--- src/rtl/uart_rx_ctrl.sv ---
// uart_rx_ctrl: oversampled UART receive controller.
// Runs on CLK and is paced by a one-cycle BAUD_TICK enable at OVERSAMPLE x baud.
// RXD is synchronised and the start bit is validated at mid-bit. Each data bit is
// then sampled at mid-bit, followed by optional parity and STOP_BITS stop bits.
// Each frame lands in a ready/ack output register with parity, framing and
// overrun flags.
// Optional feature macro: UART_RX_PARITY_EN. When defined, one parity bit is
// expected after the data bits and PERR is live. When undefined, PERR is tied to 0.
`timescale 1ns/1ps

module uart_rx_ctrl #(
    parameter int DATA_BITS  = 8,   // 5..9, LSB first
    parameter int OVERSAMPLE = 16,  // ticks per bit, even, >= 4
    parameter int STOP_BITS  = 1,   // 1 or 2
    parameter int PARITY_ODD = 0    // 0 = even, 1 = odd
) (
    input  logic                 CLK,
    input  logic                 RST,
    input  logic                 BAUD_TICK,
    input  logic                 RXD,
    input  logic                 RXACK,
    output logic [DATA_BITS-1:0] RXDATA,
    output logic                 RXRDY,
    output logic                 PERR,
    output logic                 FERR,
    output logic                 OERR,
    output logic                 BUSY
);

    localparam int CW = $clog2(OVERSAMPLE);
    localparam int BW = 4;  // holds up to 9 data bits or 2 stop bits

    localparam logic [CW-1:0] HALF_LAST = CW'(OVERSAMPLE / 2 - 1);
    localparam logic [CW-1:0] FULL_LAST = CW'(OVERSAMPLE - 1);
    localparam logic [BW-1:0] DATA_LAST = BW'(DATA_BITS - 1);
    localparam logic [BW-1:0] STOP_LAST = BW'(STOP_BITS - 1);

    typedef enum logic [2:0] {
        IDLE   = 3'd0,
        START  = 3'd1,
        DATA   = 3'd2,
`ifdef UART_RX_PARITY_EN
        PARITY = 3'd3,
`endif
        STOP   = 3'd4
    } state_t;

    logic [1:0]           sync_q;
    logic                 rxd_s;
    logic                 rxd_prev;

    state_t               state, state_d;
    logic [CW-1:0]        cnt, cnt_d;
    logic [BW-1:0]        bit_cnt, bit_d;
    logic [DATA_BITS-1:0] shreg, shreg_d;
    logic                 ferr_acc, ferr_d;
    logic                 commit;
    logic                 frame_perr;

`ifdef UART_RX_PARITY_EN
    logic                 perr_acc, perr_d;
`endif

    // Two-flop synchroniser. It resets to the idle-high line level.
    always_ff @(posedge CLK) begin
        if (RST) sync_q <= 2'b11;
        else     sync_q <= {sync_q[0], RXD};
    end

    assign rxd_s = sync_q[1];

    // Line level at the previous tick. It resets low, so a line held low out of
    // reset has to be seen high before a falling edge can count as a start.
    always_ff @(posedge CLK) begin
        if (RST)            rxd_prev <= 1'b0;
        else if (BAUD_TICK) rxd_prev <= rxd_s;
    end

    // FSM state and receive datapath registers.
    always_ff @(posedge CLK) begin
        if (RST) begin
            state    <= IDLE;
            cnt      <= '0;
            bit_cnt  <= '0;
            shreg    <= '0;
            ferr_acc <= 1'b0;
`ifdef UART_RX_PARITY_EN
            perr_acc <= 1'b0;
`endif
        end else begin
            state    <= state_d;
            cnt      <= cnt_d;
            bit_cnt  <= bit_d;
            shreg    <= shreg_d;
            ferr_acc <= ferr_d;
`ifdef UART_RX_PARITY_EN
            perr_acc <= perr_d;
`endif
        end
    end

    // Next-state logic. Everything advances only on BAUD_TICK. START samples
    // at the half-bit point, then restarts the counter. Every later sample at
    // the counter wrap therefore lands mid-bit.
    always_comb begin
        state_d = state;
        cnt_d   = cnt;
        bit_d   = bit_cnt;
        shreg_d = shreg;
        ferr_d  = ferr_acc;
        commit  = 1'b0;
`ifdef UART_RX_PARITY_EN
        perr_d  = perr_acc;
`endif
        if (BAUD_TICK) begin
            case (state)
                IDLE: begin
                    if (rxd_prev && !rxd_s) begin
                        state_d = START;
                        cnt_d   = '0;
                        bit_d   = '0;
                        ferr_d  = 1'b0;
`ifdef UART_RX_PARITY_EN
                        perr_d  = 1'b0;
`endif
                    end
                end
                START: begin
                    if (cnt == HALF_LAST) begin
                        cnt_d   = '0;
                        // A high level at mid start bit was a glitch, not a start.
                        state_d = rxd_s ? IDLE : DATA;
                    end else begin
                        cnt_d = cnt + CW'(1);
                    end
                end
                DATA: begin
                    if (cnt == FULL_LAST) begin
                        cnt_d   = '0;
                        shreg_d = {rxd_s, shreg[DATA_BITS-1:1]};
                        if (bit_cnt == DATA_LAST) begin
                            bit_d = '0;
`ifdef UART_RX_PARITY_EN
                            state_d = PARITY;
`else
                            state_d = STOP;
`endif
                        end else begin
                            bit_d = bit_cnt + BW'(1);
                        end
                    end else begin
                        cnt_d = cnt + CW'(1);
                    end
                end
`ifdef UART_RX_PARITY_EN
                PARITY: begin
                    if (cnt == FULL_LAST) begin
                        cnt_d   = '0;
                        perr_d  = ((^shreg) ^ rxd_s) != (PARITY_ODD != 0);
                        state_d = STOP;
                    end else begin
                        cnt_d = cnt + CW'(1);
                    end
                end
`endif
                STOP: begin
                    if (cnt == FULL_LAST) begin
                        cnt_d = '0;
                        if (!rxd_s) ferr_d = 1'b1;
                        // Commit on the last stop sample, half a bit early.
                        // That leaves margin for a back-to-back start edge.
                        if (bit_cnt == STOP_LAST) begin
                            bit_d   = '0;
                            commit  = 1'b1;
                            state_d = IDLE;
                        end else begin
                            bit_d = bit_cnt + BW'(1);
                        end
                    end else begin
                        cnt_d = cnt + CW'(1);
                    end
                end
                default: state_d = IDLE;
            endcase
        end
    end

`ifdef UART_RX_PARITY_EN
    assign frame_perr = perr_d;
`else
    assign frame_perr = 1'b0;
    wire   unused_parity_cfg = (PARITY_ODD != 0);
`endif

    // Ready/ack output register. A commit always overwrites the frame. OERR is
    // set when an unacked frame is replaced. An ack in the commit cycle takes
    // the old frame, so the new one is not an overrun.
    always_ff @(posedge CLK) begin
        if (RST) begin
            RXDATA <= '0;
            RXRDY  <= 1'b0;
            PERR   <= 1'b0;
            FERR   <= 1'b0;
            OERR   <= 1'b0;
        end else if (commit) begin
            RXDATA <= shreg;
            PERR   <= frame_perr;
            FERR   <= ferr_d;
            RXRDY  <= 1'b1;
            if (RXRDY && !RXACK)     OERR <= 1'b1;
            else if (RXRDY && RXACK) OERR <= 1'b0;
        end else if (RXACK && RXRDY) begin
            RXRDY <= 1'b0;
            OERR  <= 1'b0;
        end
    end

    assign BUSY = (state != IDLE);

endmodule

--- config.mk ---
export PLATFORM = sky130hd
export DESIGN_NAME = uart_rx_ctrl
export DESIGN_NICKNAME = d
export VERILOG_FILES = /design/src/rtl/uart_rx_ctrl.sv
export SDC_FILE = /design/constraint.sdc
export NUM_CORES = 1
export LEC_CHECK = 0
export CAP_MARGIN = 20
export CORE_MARGIN = 2
export CORE_UTILIZATION = 29
export DETAILED_ROUTE_END_ITERATION = 10
export PLACE_DENSITY = 0.5
export REMOVE_ABC_BUFFERS = 1
export SLEW_MARGIN = 5
export SYNTH_ARGS = -nofsm -noshare
export SYNTH_HDL_FRONTEND = slang
export SYNTH_SLANG_ARGS = --single-unit
--- constraint.sdc ---
create_clock -name CLK -period 2.59 [get_ports CLK]
set_input_delay 0.518 -clock CLK [delete_from_list [all_inputs] [get_ports CLK]]
set_output_delay 0.518 -clock CLK [all_outputs]
set_load 0.005 [all_outputs]
==> results of run 1 <==
==> worst max-delay path: stages (launching register included) <==
cell                              delay (ns)
sky130_fd_sc_hd__dfxtp_1                0.39
sky130_fd_sc_hd__nor3_2                 0.50
sky130_fd_sc_hd__inv_1                  0.12
sky130_fd_sc_hd__clkdlybuf4s50_1        0.47
==> power groups by stage <==
stage | logic, mW | registers (mW) | clock network [mW]
detailed placement | 0.0315 | 0.540 | 0
global placement | 0.0312 | 0.540 | 0
global route | 0.0353 | 0.528 | 0.655
finish | 0.0312 | 0.528 | 0.607
floorplan | 0.0117 | 0.539 | 0
CTS | 0.0316 | 0.528 | 0.624
==> through the flow <==
| stage | setup WS [ns] | instance area (um^2) | power (mW) | instances |
|---|---|---|---|---|
| after global placement | 0.3431 | 1800 | 0.5712 | 254 |
| final | 0.2961 | 1943 | 1.166 | 262 |
| after CTS | 0.2809 | 1943 | 1.183 | 262 |
| after global routing | 0.1536 | 1943 | 1.219 | 262 |
| after floorplan | 0.6742 | 1530 | 0.5509 | 165 |
| after detailed placement | 0.3159 | 1800 | 0.5715 | 254 |
==> area by class of cell <==
type	instances	area (um^2)
tap	70	87.58
fill	546	3262
timing repair buffer	19	182.7
clock inverter	2	60.06
inverter	6	22.52
multi-input combinational	125	827.0
clock buffer	6	82.58
sequential	34	680.7
==> layer usage <==
| layer | track usage (%) | routed length, um |
|---|---|---|
| met1 | 16.20 | 1535 |
| met2 | 18.53 | 1506 |
| met3 | 5.000 | 227 |
| met4 | 4.211 | 42 |
| met5 | 0 | 0 |
==> sequential cells by signal (all words and copies together), names as in the netlist, 2 cells and up, named ones only <==
signal   count
sync_q       2
state        3
bit_cnt      4
RXDATA       8
shreg        8
cnt          4
==> Yosys cell counts, types with 2 or more instances <==
master                     instances  area share, %
sky130_fd_sc_hd__o21ai_0           6            1.9
sky130_fd_sc_hd__nor2_1           22            5.2
sky130_fd_sc_hd__a211o_1           2            1.1
sky130_fd_sc_hd__ha_1              3            2.4
sky130_fd_sc_hd__o311ai_0          2            1.1
sky130_fd_sc_hd__clkbuf_1          5            1.2
sky130_fd_sc_hd__a211oi_1          2           0.95
sky130_fd_sc_hd__inv_1             6            1.4
sky130_fd_sc_hd__or3b_1            2            1.1
sky130_fd_sc_hd__nand3_1           5            1.6
sky130_fd_sc_hd__nand4_1           6            2.4
sky130_fd_sc_hd__buf_6             2            1.4
sky130_fd_sc_hd__dfxtp_1          34             43
sky130_fd_sc_hd__mux2i_1          17             11
sky130_fd_sc_hd__nor3_1            5            1.6
sky130_fd_sc_hd__or2_2             3            1.2
sky130_fd_sc_hd__nand2_1           8            1.9
sky130_fd_sc_hd__a21oi_1           9            2.8
sky130_fd_sc_hd__nand2b_1          3            1.2
sky130_fd_sc_hd__nor2b_1           2           0.79
sky130_fd_sc_hd__o31ai_1           2           0.95
sky130_fd_sc_hd__a31oi_1           3            1.2
==> path summary, 6_finish.rpt <==
check	start	cells after the start	end	slack, ns
setup / recovery	state[0]$_SDFFE_PP0P_	3	BUSY	0.30
hold / removal	sync_q[0]$_SDFF_PP1_	1	sync_q[1]$_SDFF_PP1_	0.42
setup reg to reg	state[2]$_SDFFE_PP0P_	5	RXDATA[3]$_SDFFE_PP0P_	0.70
hold reg to reg	sync_q[0]$_SDFF_PP1_	1	sync_q[1]$_SDFF_PP1_	0.42
==> placed cells by master, fill, tap and decap left out, types with 2 or more instances in the layout <==
cell type and instances:
sky130_fd_sc_hd__dfxtp_1 34, sky130_fd_sc_hd__nor2_1 22, sky130_fd_sc_hd__mux2i_1 17, sky130_fd_sc_hd__clkdlybuf4s50_1 16, sky130_fd_sc_hd__a21oi_1 9, sky130_fd_sc_hd__nand2_1 8, sky130_fd_sc_hd__inv_1 6, sky130_fd_sc_hd__o21ai_0 6
sky130_fd_sc_hd__nand4_1 6, sky130_fd_sc_hd__clkbuf_8 6, sky130_fd_sc_hd__nand3_1 5, sky130_fd_sc_hd__nor3_1 5, sky130_fd_sc_hd__or2_2 3, sky130_fd_sc_hd__nand2b_1 3, sky130_fd_sc_hd__a31oi_1 3, sky130_fd_sc_hd__ha_1 3
sky130_fd_sc_hd__buf_4 3, sky130_fd_sc_hd__a211o_1 2, sky130_fd_sc_hd__or3b_1 2, sky130_fd_sc_hd__nor2b_1 2, sky130_fd_sc_hd__a211oi_1 2, sky130_fd_sc_hd__o311ai_0 2, sky130_fd_sc_hd__o31ai_1 2, sky130_fd_sc_hd__bufinv_16 2
==> cells by family after synthesis <==
logic type | Yosys count
flops | 34
other cells | 1
compound gates | 36
xor+xnor | 1
simple gates | 66
buf+inv | 15
fa+ha+maj | 4
mux | 17
==> impl.org, run 1 <==
** STA
- Setup repair after global routing left no endpoint under its margin.
- Across the routed clock network, the largest skew measured is 0.005244 ns.
- The worst path uses between 80% and 90% of the clock period.
- In the final timing run, aggregate negative setup slack is 0 ns.
- The final count of pins violating max slew came to 0.
- Highest clock rate :: about 0.44 GHz
- The worst pin sits at a relative slew slack of 62.66%.
- For the pin with the worst max-slew slack, the measured transition is approximately 0.56 ns.
- # setup viols final :: 0
- The number of hold violations in the final report was 0.
- Worst Hold Margin :: between 0.4 and 0.5 ns
- The clock period could shrink to roughly 2.3 ns.

** Synthesis
- Synthesis produced between 150 and 200 cells.
- The Yosys step of the flow raised 0 warnings.
- Compound-cell area share of the yosys netlist :: 14.85%
- The share of the Yosys chip area taken by registers is between 40% and 50%.
- Share of synthesized area spent on multiplexers :: 10.74%
- Dominant synthesized flop cell :: sky130_fd_sc_hd__dfxtp_1
- After synthesis the cells add up to roughly 1600 um^2.
- Main combinational cell family by area after synthesis :: simple AND/OR/NAND/NOR gates
- Post-synthesis async set-or-reset flop share :: 0%
- Counting flops with a built-in enable in the synthesized netlist gives 0.
- Post-synthesis share of cell area spent on full adders, half adders and majority gates :: around 3.1%
- Yosys mapped the design onto 47 distinct sky130hd cell types.
- Post-synthesis area per instance :: slightly above 9 um^2
- Share of synthesized cell area in and, or, nand and nor gates :: a little under a quarter
- Register bit count reported by yosys :: 34
- The synthesized netlist devotes less than 1% of its cell area to XOR and XNOR gates.

** Critical path
- The critical path in this run is classified as reg2out.
- At the worst endpoint, the arrival time is around 1.8 ns.
- CP Data Required Time :: roughly 2.1 ns
- Largest fanout on the critical path :: 10
- The worst setup path is launched from a flip-flop.
- Kind of end point of the critical path :: primary output

** Clocking
- Total of cells resized after clock tree synthesis :: 0
- TritonCTS created 5 clock buffers.
- Hold-fix buffers at CTS :: 0
- For the worst-skew pair, the clock arrives at the later sink with an insertion delay of 0.29 ns.
- Longest Clk Path Bufs :: 2
- The H-tree was split into 2 levels.
- Worst-path clk slew :: 0.07 ns
- TritonCTS built the clock tree.
- After clock tree synthesis, the setup repair step added 0 buffers.
- Clock root buffer master :: sky130_fd_sc_hd__clkbuf_8
- Clock tree synthesis found a total of 34 sinks.

** Place
- The congestion estimate from routability-driven global placement came to around 0.8.
- The count of buffers added on input and output ports is 16.
- Once detailed placement completed, the half-perimeter wirelength came to about 2400 um.

** Global route
- Entering global routing, the biggest net connects 19 pins.
- Initial antenna violation count :: 0
- The number of global-route vias before repair is between 1k and 1.5k.
- The first global-routing pass estimated between 5000 and 6000 um of wire.
- Global routing used between 10 and 15% of the available tracks.
- Overflow left after global routing :: 0

** Floorplanning
- Vertical extent of the die :: around 80 um
- In this run the count of I/O pins placed on the die edge is 18.
- Die Span X :: 77.91 um
- For this configuration, the core starts out at a cell density of 30.43%.
- Area of the placeable core :: 5205 um^2
- Total die area :: slightly above 6000 um^2
- Placement row count :: 26

** Drt
- Sum of routed wire length over all layers :: between 3000 and 4000 um
- The first TritonRoute pass finished after 6 iterations.
- Total via count in the routed design :: about 1.3k
- Count of unresolved DRC violations after routing :: 0
- Routed wire length per instance :: 12.64 um
- Dividing the detail-routed via count by the number of cells gives 4.905.
- For this block, the initial DRC count from the detailed router was 88.
- Number of nets with antenna violations after detailed routing :: 0

** Hold path
- The min-delay analysis places its worst path in the category reg2reg.

** Layout
- The area growth from synthesis to layout is 22.67%.
- The number of antenna diodes in the final layout is 0.
- Post-layout util :: around 37%
- Layout cell share with drive strength beyond 1 :: under 10%
- After the last flow step, the layout net total stands at approximately 200.

** Power and ir drop
- Switching power total :: ~220 uW
- Internal power comes to ~950 uW.
- Part of the power in the clock network :: 52.1%
- Total power density per cell area :: 600.2 nW/um^2
- Switching portion of total power :: 18.59%
- Total leakage power :: about 0.67 nW
- Register share of total power :: a little under half
- Gate power share :: 2.7%
- VDD sags by at most roughly 0.00026 V.

** Status
- Outcome :: completed

** Job
- Across the run, the number of max-cap violations was 0.
No activity file was read; power rests on OpenSTA's default activity.
==> run 2, diff against run 1 <==
CAP_MARGIN = default   (was 20)
CELL_PAD_IN_SITES_DETAIL_PLACEMENT = 0   (was default)
CELL_PAD_IN_SITES_GLOBAL_PLACEMENT = 1   (was default)
PLACE_DENSITY = 0.6   (was 0.5)
==> run 2 against run 1 <==
Net effect:
- sequential power is essentially flat
- utilization shrank 0.096 points
- non-clock buffer count stayed put
- largest cell class unchanged
==> impl.org, run 2 (synthesized netlist as in run 1, its figures left out) <==
** Status
- Outcome :: completed

** Power and ir drop
- For this design the ratio of total power to cell area is slightly below 600 nW/um^2.
- Total leakage power :: approximately 0.67 nW
- The worst-case IR drop observed on VDD is roughly 0.00028 V.

** Drt
- Dividing the detail-routed wire length by the instance count gives approximately 13 um.
- Via-per-instance ratio :: approximately 4.9
- Number of nets with antenna violations after detailed routing :: 0
- Total via count in the routed design :: approximately 1.3k
- Iter 0 DRT Violations :: 57
- Count of unresolved DRC violations after routing :: 0
- The routed design has 3356 um of wire.
- Before antenna repair, the detailed router went through 4 iterations.

** Clocking
- The number of hold buffers added after CTS was 0.
- The longest clock path from root to sink contains 2 buffers.
- The H-tree was split into 2 levels.
- TritonCTS built the clock tree.
- The tree is rooted in a sky130_fd_sc_hd__clkbuf_8.
- In this run, post-CTS repair resized a total of 0 instances.
- Clock latency on the worst-skew pair, taken at its later pin, is between 0.2 and 0.3 ns.
- Number of buffers added by the clock tree synthesis step :: 5
- Worst-path clk slew :: 0.08 ns
- Post-CTS setup repair buffer count :: 0
- Number of sinks driven by the clock tree :: 34

** Place
- At the end of routability-driven placement, the weighted congestion stood at 0.7837.
- Number of buffers added on ports :: 16
- HPWL after detailed placement :: between 2000 and 2500 um
- OpenSTA, run right after detailed placement, puts the worst setup slack at between 0.3 and 0.4 ns.

** STA
- # setup viols final :: 0
- For the final database, setup skew stands at about 0.0061 ns.
- Time the worst path needs with I/O delays and setup :: around 2.3 ns
- The final critical path takes up 89.93% of the cycle.
- Slew headroom :: between 50% and 60%
- The number of hold violations in the final report was 0.
- The final count of pins violating max slew came to 0.
- Setup repair after global routing left no endpoint under its margin.
- For the pin with the worst max-slew slack, the measured transition is 0.6499 ns.
- After routing, the total negative slack on setup checks comes to 0 ns.
- Final setup slack of the worst path :: roughly 0.26 ns
- For this run, the top clock speed supported by timing is about 0.43 GHz.

** Global route
- Overflow left after global routing :: 0
- Global-route wire length before repair :: 5520 um
- GRT Resource Usage Total :: 11.44%
- The number of global-route vias before repair came to ~1.2k.
- Entering global routing, the biggest net connects 22 pins.
- The number of antenna violations at the first check in global routing is 0.

** Layout
- Leading cell types in the layout, fill and taps excluded :: 34 x sky130_fd_sc_hd__dfxtp_1, 22 x sky130_fd_sc_hd__nor2_1, 17 x sky130_fd_sc_hd__mux2i_1
- Largest regs :: RXDATA x8, shreg x8
- Area growth, synth to finish :: 22.35%
- The number of antenna diodes in the final layout is 0.
- Layout cell share with drive strength beyond 1 :: around a tenth
- Layout Nets :: slightly below 200
- For this run, the share of the core covered by cells in the final layout is between 30% and 40%.
- Leaving out fill and tap cells, the most frequent cell in the layout is sky130_fd_sc_hd__dfxtp_1.

** Floorplanning
- Placement row count :: 26
- In this run the horizontal extent of the chip is 77.91 um.
- Initial core utilization :: between 30% and 40%
- Area of the placeable core :: around 5200 um^2
- Count of boundary I/O pins :: 18
- Vertical extent of the die :: ~78 um
- Total die area :: just over 6000 um^2

** Critical path
- Crit path launch type :: flip-flop
- Data on the critical path arrives at its endpoint at between 1.5 and 2 ns.
- Minimum setup slack among reg-to-reg paths :: around 0.7 ns
- The critical path is of the reg2out type.
- Largest fanout on the critical path :: 10
- Kind of end point of the critical path :: primary output
- At the worst endpoint, the required time is roughly 2.1 ns.
- Reg2reg path depth :: 6

** Hold path
- Worst min path class :: reg2reg
- Number of cells on the worst hold path :: 1

** Job
- Max Cap Violations :: 0
-- run 2: cell types whose count changed in the layout (fill, tap and decap cells not counted) --
cell,change
sky130_fd_sc_hd__clkbuf_8,-1
sky130_fd_sc_hd__clkinv_4,+1
-- run 2: cell type report --
| type | instances | area (um^2) |
|---|---|---|
| inverter | 6 | 22.52 |
| timing repair buffer | 19 | 182.7 |
| multi-input combinational | 125 | 827.0 |
| tap | 70 | 87.58 |
| clock buffer | 5 | 68.82 |
| sequential | 34 | 680.7 |
| clock inverter | 3 | 68.82 |
| fill | 547 | 3267 |
-- run 2: final timing paths --
check / startpoint / end
worst min register to register: sync_q[0]$_SDFF_PP1_ / sync_q[1]$_SDFF_PP1_
worst max-delay path: state[0]$_SDFFE_PP0P_ / BUSY
worst min-delay path: sync_q[0]$_SDFF_PP1_ / sync_q[1]$_SDFF_PP1_
worst max register to register: bit_cnt[0]$_SDFFE_PP0P_ / state[1]$_SDFFE_PP0P_
-- run 2: where the power goes --
group / internal [mW] / switching [mW]
Combinational: 0.0136 / 0.0186
Sequential: 0.525 / 0.00273
Clock: 0.386 / 0.201
Total: 0.924 / 0.222
-- run 2: layer usage --
| layer | GRT usage (%) | vias up | wire length, um |
|---|---|---|---|
| met5 | 0 | - | 0 |
| met4 | 4.211 | 0 | 33 |
| met3 | 3.488 | 4 | 126 |
| met2 | 17.59 | 20 | 1488 |
| met1 | 15.07 | 605 | 1708 |
| li1 | - | 658 | - |
-- run 2: metrics by stage --
| step | power [mW] | std cells | hold WS (ns) | cell area [um^2] |
|---|---|---|---|---|
| after detailed placement | 0.5721 | 254 | 0.4031 | 1800 |
| after CTS | 1.163 | 262 | 0.4207 | 1938 |
| final | 1.146 | 262 | 0.4173 | 1938 |
| after floorplan | 0.5509 | 165 | 0.3895 | 1530 |
| after global routing | 1.187 | 262 | 0.4375 | 1938 |
| after global placement | 0.5721 | 254 | 0.4059 | 1800 |
-- run 2: critical path, cell delays in order, from the launching register on --
cell                              delay, ns
sky130_fd_sc_hd__dfxtp_1               0.40
sky130_fd_sc_hd__nor3_2                0.54
sky130_fd_sc_hd__inv_1                 0.12
sky130_fd_sc_hd__clkdlybuf4s50_1       0.47
